[config.mk]
export PLATFORM = sky130hd
export DESIGN_NAME = data_mem_dma
export DESIGN_NICKNAME = d
export VERILOG_FILES = /design/src/rtl/data_mem_dma.sv
export SDC_FILE = /design/constraint.sdc
export NUM_CORES = 1
export LEC_CHECK = 0
export ABC_AREA = 1
export CAP_MARGIN = 40
export CORE_UTILIZATION = 35
export CTS_BUF_LIST = sky130_fd_sc_hd__clkbuf_4 sky130_fd_sc_hd__clkbuf_8
export DETAILED_ROUTE_END_ITERATION = 12
export GPL_TIMING_DRIVEN = 0
export MAX_ROUTING_LAYER = met4
export SETUP_SLACK_MARGIN = 0.4
export SLEW_MARGIN = 10
export SYNTH_ARGS = -nofsm -noshare
export SYNTH_HDL_FRONTEND = slang
export SYNTH_SLANG_ARGS = --single-unit
export TNS_END_PERCENT = 100
[constraint.sdc]
create_clock -name clk -period 2.82 [get_ports clk]
set_input_delay 0.282 -clock clk [delete_from_list [all_inputs] [get_ports clk]]
set_output_delay 0.282 -clock clk [all_outputs]
set_load 0.005 [all_outputs]
[src/rtl/data_mem_dma.sv]
// Block-copy engine that drives the data-memory port: copies len words from src to dst, two cycles per word.
// Optional fill mode (constant write, one cycle per word) is compiled in with DATA_DMA_FILL_EN.
module data_mem_dma #(
    parameter int ADDRESS_BITS = 11,
    parameter int DATA_BITS    = 16
) (
    input  logic                    clk,
    input  logic                    rst,
    // Request handshake: i_start is taken only in IDLE or DONE; o_busy high means a pulse is ignored.
    input  logic                    i_start,
    input  logic [ADDRESS_BITS-1:0] i_src,
    input  logic [ADDRESS_BITS-1:0] i_dst,
    input  logic [ADDRESS_BITS:0]   i_len,
    output logic                    o_busy,
    output logic                    o_done,
    output logic                    o_mem_read,
    output logic                    o_mem_write,
    output logic [ADDRESS_BITS-1:0] o_mem_address,
    output logic [DATA_BITS-1:0]    o_mem_data,
    output logic [1:0]              o_dbg_state,
    input  logic [DATA_BITS-1:0]    i_mem_data
`ifdef DATA_DMA_FILL_EN
    ,
    input  logic                    i_fill,
    input  logic [DATA_BITS-1:0]    i_fill_value
`endif
);

    typedef enum logic [1:0] {
        IDLE  = 2'd0,
        READ  = 2'd1,
        WRITE = 2'd2,
        DONE  = 2'd3
    } state_t;

    localparam logic [ADDRESS_BITS-1:0] ADDR_ONE = 1;
    localparam logic [ADDRESS_BITS:0]   CNT_ONE  = 1;
    localparam logic [ADDRESS_BITS:0]   CNT_ZERO = '0;

    state_t                  state_q, state_d;
    logic [ADDRESS_BITS-1:0] src_q, src_d;
    logic [ADDRESS_BITS-1:0] dst_q, dst_d;
    logic [ADDRESS_BITS:0]   cnt_q, cnt_d;
    logic [DATA_BITS-1:0]    buf_q, buf_d;
    logic                    fill_q, fill_d;
    logic [DATA_BITS-1:0]    fill_val_q, fill_val_d;

    logic                    busy_q, busy_d;
    logic                    done_q, done_d;
    logic                    rd_q, rd_d;
    logic                    wr_q, wr_d;
    logic [ADDRESS_BITS-1:0] addr_q, addr_d;
    logic [DATA_BITS-1:0]    wdata_q, wdata_d;

    always_ff @(posedge clk or posedge rst) begin
        if (rst) begin
            state_q    <= IDLE;
            src_q      <= '0;
            dst_q      <= '0;
            cnt_q      <= '0;
            buf_q      <= '0;
            fill_q     <= 1'b0;
            fill_val_q <= '0;
            busy_q     <= 1'b0;
            done_q     <= 1'b0;
            rd_q       <= 1'b0;
            wr_q       <= 1'b0;
            addr_q     <= '0;
            wdata_q    <= '0;
        end else begin
            state_q    <= state_d;
            src_q      <= src_d;
            dst_q      <= dst_d;
            cnt_q      <= cnt_d;
            buf_q      <= buf_d;
            fill_q     <= fill_d;
            fill_val_q <= fill_val_d;
            busy_q     <= busy_d;
            done_q     <= done_d;
            rd_q       <= rd_d;
            wr_q       <= wr_d;
            addr_q     <= addr_d;
            wdata_q    <= wdata_d;
        end
    end

    // Next state and pointer updates.
    always_comb begin
        state_d    = state_q;
        src_d      = src_q;
        dst_d      = dst_q;
        cnt_d      = cnt_q;
        buf_d      = buf_q;
        fill_d     = fill_q;
        fill_val_d = fill_val_q;
        case (state_q)
            IDLE, DONE: begin
                state_d = IDLE;
                if (i_start) begin
                    src_d = i_src;
                    dst_d = i_dst;
                    cnt_d = i_len;
`ifdef DATA_DMA_FILL_EN
                    fill_d     = i_fill;
                    fill_val_d = i_fill_value;
`else
                    fill_d     = 1'b0;
                    fill_val_d = '0;
`endif
                    if (i_len == CNT_ZERO) begin
                        state_d = DONE;
                    end else if (fill_d) begin
                        state_d = WRITE;
                    end else begin
                        state_d = READ;
                    end
                end
            end
            READ: begin
                buf_d   = i_mem_data;
                state_d = WRITE;
            end
            WRITE: begin
                dst_d = dst_q + ADDR_ONE;
                if (!fill_q) begin
                    src_d = src_q + ADDR_ONE;
                end
                cnt_d = cnt_q - CNT_ONE;
                if (cnt_q == CNT_ONE) begin
                    state_d = DONE;
                end else if (fill_q) begin
                    state_d = WRITE;
                end else begin
                    state_d = READ;
                end
            end
            default: state_d = IDLE;
        endcase
    end

    // Outputs are derived from the next state so they line up with it once registered.
    always_comb begin
        busy_d  = (state_d == READ) || (state_d == WRITE);
        done_d  = (state_d == DONE);
        rd_d    = (state_d == READ);
        wr_d    = (state_d == WRITE);
        addr_d  = addr_q;
        wdata_d = wdata_q;
        if (state_d == READ) begin
            addr_d = src_d;
        end else if (state_d == WRITE) begin
            addr_d  = dst_d;
            wdata_d = fill_d ? fill_val_d : buf_d;
        end
    end

    assign o_busy        = busy_q;
    assign o_done        = done_q;
    assign o_mem_read    = rd_q;
    assign o_mem_write   = wr_q;
    assign o_mem_address = addr_q;
    assign o_mem_data    = wdata_q;
    assign o_dbg_state   = state_q;

endmodule

==> implementation parameters <==
Parameter                              Value

Routing
  Detailed Route WL ... 14300 µm
  First-pass detailed-route iteration total ... 5
  Overall via count from detail_route ... roughly 4700
  DRC violation count after routing ... 0
  Via-to-Cell Ratio ... ~4.9
  Mean routed wirelength per cell ... roughly 15 µm
  Number of DRC markers after the initial detailed-route iteration ... roughly 360
  Antenna Violating Nets Remaining ... 0

Synth
  Proportion of synthesized area in mux cells ... ~2.5%
  Number of warning messages in the yosys log ... 0
  Portion of the post-synthesis area used by sequential elements ... between 40 and 50%
  Post-synthesis cell count ... between 600 and 700
  Xor-xnor portion of the synthesized cell area ... 0.514%
  EDFF count, synth ... 0
  Fraction of synthesis flops using an asynchronous set or reset pin ... between 90% and 100%
  Cell area after synthesis ... 0.00511 mm²
  Post-Syn Area per Cell ... ~8.0 µm²
  Commonest register cell after synthesis ... sky130_fd_sc_hd__dfrtp_1
  Synthesized net count ... 704
  Adder-cell area share of the yosys netlist ... 2.20%
  Number of library cell types mapped by synthesis ... 38
  Compound-gate portion of the synthesized area ... between 10% and 20%
  Register bit total from synthesis ... 100
  Main combinational cell family by area after synthesis ... simple AND/OR/NAND/NOR gates
  Post-synthesis simple-gate area fraction ... 24.1%

Layout
  Post-route cell area ... roughly 0.0068 mm²
  Fraction of layout cells with a size suffix above 1 ... between 10% and 20%
  Antenna diodes ... 0
  Layout filler cell count ... about 1400
  Synthesis-to-finish area growth ... 32.3%
  Final layout net count ... 819
  Layout Utilization ... approximately 48%

GRT
  Global routing met3 resource utilization ... under 10%
  Gr usage total ... approximately 21%
  Sum of overflow across all layers after global routing ... 0
  Largest net degree at the start of global routing ... 37
  Via count of the first global-routing pass ... around 4700
  Gr busiest metal ... met2
  GRT met1 Usage ... between 20% and 30%
  Global routing usage on met2 ... between 30% and 40%
  Wire length of the first global-routing pass ... 22900 µm
  Antenna violations before repair ... 0

Place
  Final weighted congestion of routability-driven global placement ... a little under 0.9
  Number of buffers added on ports ... 85
  Half-perimeter wire length after detailed placement ... 10600 µm
  Placed Area ... 0.00625 mm²

Timing
  Worst Tran Pin Value ... around 300 ps
  Period minus WS final ... between 2000 and 2500 ps
  Setup violation total in the final timing report ... 0
  Unrepaired setup endpoints after global routing ... false
  Highest attainable clock frequency ... around 0.43 GHz
  Final number of max-transition violations ... 0
  Fin. Hold Viols ... 0
  Fraction of the cycle the final worst path needs ... between 80 and 90%
  Relative slew slack ... between 70% and 80%
  Skew final ... around 12 ps

Power and ir drop
  Part of the power in registers ... roughly a third
  Peak supply drop ... between 0.0004 and 0.0005 V
  Switching power as a share of total power ... 43.9%
  Power per standard cell area ... around 1100 mW/mm²
  Static leakage power ... about 3.1 nW
  Net switching power ... ~3.3 mW
  Combinational share of power ... 56.6%
  Cell internal pwr ... ~4.2 mW
  Clock share of power ... a little under an eighth

Setup path
  Cell repeated most along the worst path ... sky130_fd_sc_hd__buf_8
  Arrival time of data at the critical path endpoint ... 2580 ps
  Number of cells traversed by the worst register-to-register path ... 14
  Minimum setup slack among reg-to-reg paths ... around 520 ps
  Crit path to ... o_mem_address[8]
  Crit path launch ... o_dbg_state[1]
  Data required time of the critical path ... slightly above 3000 ps
  Worst path max stage delay ... 430 ps
  Type of element launching the critical path ... flop
  Cells traversed along the worst timing path ... ha_4, nand2_4, inv_4, buf_8, nand2_2, nor4_4, a21oi_2, ha_2, buf_8, inv_8, buf_8, nand2_1, nand3_1, nand2_1
  Crit end category ... flop
  Library cell contributing the largest single delay on the critical path ... sky130_fd_sc_hd__dfrtp_1
  Cell family contributing the most delay on the critical path ... simple AND/OR/NAND/NOR gates
  CP max FO ... 6
  Crit Path Category ... reg2reg
  Cell count along the critical path ... 14
  Destination of the worst register-to-register timing path ... o_mem_address[8]
  Count of buffering cells on the critical path with inverters included ... 5
  Worst flop-to-flop path startpoint ... o_dbg_state[1]

Clock network
  Clock transition at the registers of the reported paths ... about 110 ps
  Clock tree from TritonCTS ... done
  H-tree levels ... 3
  Maximum root-to-sink buffer count ... 2
  Clock latency at the later pin of the worst-skew pair ... between 300 and 400 ps
  Sink Count ... 100
  Clock root buffer ... sky130_fd_sc_hd__clkbuf_8
  Clock buffer count from CTS ... 9

Die
  Initial Utilization ... 36.4%
  Die area ... ~0.015 mm²
  Number of I/O pins ... 86
  Die H ... ~120 µm
  Die width ... 123 µm
  Placement Rows ... 43
  Floorplan Core Area ... 0.0140 mm²

Hold path
  Worst hold path class ... in2async

Run
  Number of max-capacitance violations reported ... 0

Outcome
  Run status ... complete, no violations
## registers in the layout (all words and copies together) (netlist names), 2 cells and up
register       count
fill_val_q        16
o_dbg_state        2
src_q             11
o_mem_address     11
o_mem_data        16
cnt_q             12
dst_q             11
buf_q             16
## final cells by class
class / instances / area, µm² / area share [%]
flip-flops and latches: 100 / 2500 / 37.0
multi-input cells: 433 / 2260 / 33.4
repair buffers: 104 / 1040 / 15.4
inverters: 87 / 348 / 5.14
well taps: 180 / 225 / 3.33
plain buffers: 22 / 209 / 3.09
clock buffers: 9 / 124 / 1.83
clock inverters: 6 / 56.3 / 0.832
## timing repair
item                       CTS  global route
hold endpoints to repair     0             0
setup endpoints to repair   27            21
pin swaps                    4             7
resized for setup           29            33
buffers inserted            10             6
hold buffers                 0             0
## cells by family after synthesis
kind of cell,count (synthesis)
AOI/OAI and AO/OA,118
xor gates and xnor gates,3
adders and majority gates,9
buffers and inverters,109
DFF,100
muxes,13
and+or+nand+nor,290
## how the worst min path moves through the flow
| stage | start | endpoint | slack (ps) | depth (start not counted) |
|---|---|---|---|---|
| 6_report | rst | o_mem_read | 150 | 2 |
| 5_1_grt | rst | o_mem_read | 170 | 2 |
| 4_1_cts | rst | o_mem_read | 140 | 2 |
| 3_5_place_dp | buf_q[1] | buf_q[1] | 460 | 2 |
| 3_3_place_gp | buf_q[1] | buf_q[1] | 450 | 2 |
| 2_1_floorplan | i_dst[6] | dst_q[6] | 410 | 2 |
## cell usage after synthesis (2+ instances only)
master                     count  area share [%]
sky130_fd_sc_hd__nand2_1     145              11
sky130_fd_sc_hd__dfrtp_1     100              49
sky130_fd_sc_hd__nor2_1       80             5.9
sky130_fd_sc_hd__inv_1        79             5.8
sky130_fd_sc_hd__o21ai_0      37             3.6
sky130_fd_sc_hd__o21ai_1      34             3.3
sky130_fd_sc_hd__nand3_1      32             3.1
sky130_fd_sc_hd__a21oi_1      27             2.6
sky130_fd_sc_hd__mux2i_1      13             2.5
sky130_fd_sc_hd__buf_2         9            0.88
sky130_fd_sc_hd__ha_1          9             2.2
sky130_fd_sc_hd__nand4_1       9             1.1
sky130_fd_sc_hd__o22ai_1       8            0.98
sky130_fd_sc_hd__nor3_1        6            0.59
sky130_fd_sc_hd__clkbuf_1      5            0.37
sky130_fd_sc_hd__inv_2         5            0.37
sky130_fd_sc_hd__nor2_4        5             1.1
sky130_fd_sc_hd__buf_6         4            0.88
sky130_fd_sc_hd__nand2_2       4            0.49
sky130_fd_sc_hd__a22oi_1       3            0.44
sky130_fd_sc_hd__buf_4         3            0.44
sky130_fd_sc_hd__nor4_1        3            0.37
sky130_fd_sc_hd__xor2_1        3            0.51
sky130_fd_sc_hd__a21boi_0      2            0.29
sky130_fd_sc_hd__inv_4         2            0.24
sky130_fd_sc_hd__or2_0         2            0.24
sky130_fd_sc_hd__or2_2         2            0.24
## metal layers
layer	up-vias	wire [µm]
li1	2286	-
met1	2222	6650
met2	126	6450
met3	20	842
met4	0	326
met5	-	0
## power groups by stage
stage               sequential (mW)  combinational (mW)  clock, mW
floorplan                      2.34                2.34          0
global placement               2.40                3.62          0
detailed placement             2.40                3.68          0
CTS                            2.37                3.97      0.911
global route                   2.45                4.74      0.970
finish                         2.39                4.26      0.881
## stage by stage
step,TNS [ps],worst slack [ps],std cells,hold WS [ps],total power [mW]
finish,0,516,941,150,7.53
global route,0,384,941,169,8.16
CTS,0,401,935,140,7.25
detailed placement,-7290,-445,910,462,6.08
global placement,-8050,-464,907,454,6.02
floorplan,0,437,642,415,4.68
## placed cells by master, fill, tap and decap left out, types with 3 or more instances in the layout
master,instances
sky130_fd_sc_hd__o21ai_1,34
sky130_fd_sc_hd__clkbuf_8,10
sky130_fd_sc_hd__buf_8,4
sky130_fd_sc_hd__o22ai_1,8
sky130_fd_sc_hd__ha_1,4
sky130_fd_sc_hd__buf_4,20
sky130_fd_sc_hd__inv_4,4
sky130_fd_sc_hd__buf_12,4
sky130_fd_sc_hd__nand2_2,4
sky130_fd_sc_hd__xor2_1,3
sky130_fd_sc_hd__nand4_1,9
sky130_fd_sc_hd__dfrtp_1,100
sky130_fd_sc_hd__nand2_1,143
sky130_fd_sc_hd__a21oi_1,25
sky130_fd_sc_hd__inv_8,3
sky130_fd_sc_hd__buf_2,6
sky130_fd_sc_hd__inv_1,73
sky130_fd_sc_hd__ha_4,4
sky130_fd_sc_hd__nor2_4,5
sky130_fd_sc_hd__nor2_1,78
sky130_fd_sc_hd__inv_2,8
sky130_fd_sc_hd__nor3_1,6
sky130_fd_sc_hd__buf_6,6
sky130_fd_sc_hd__a22oi_1,3
sky130_fd_sc_hd__clkdlybuf4s50_1,85
sky130_fd_sc_hd__mux2i_1,13
sky130_fd_sc_hd__nand3_1,31
sky130_fd_sc_hd__o21ai_0,37
sky130_fd_sc_hd__a21oi_2,3
Note: power is estimated with default switching activity, not from simulation.
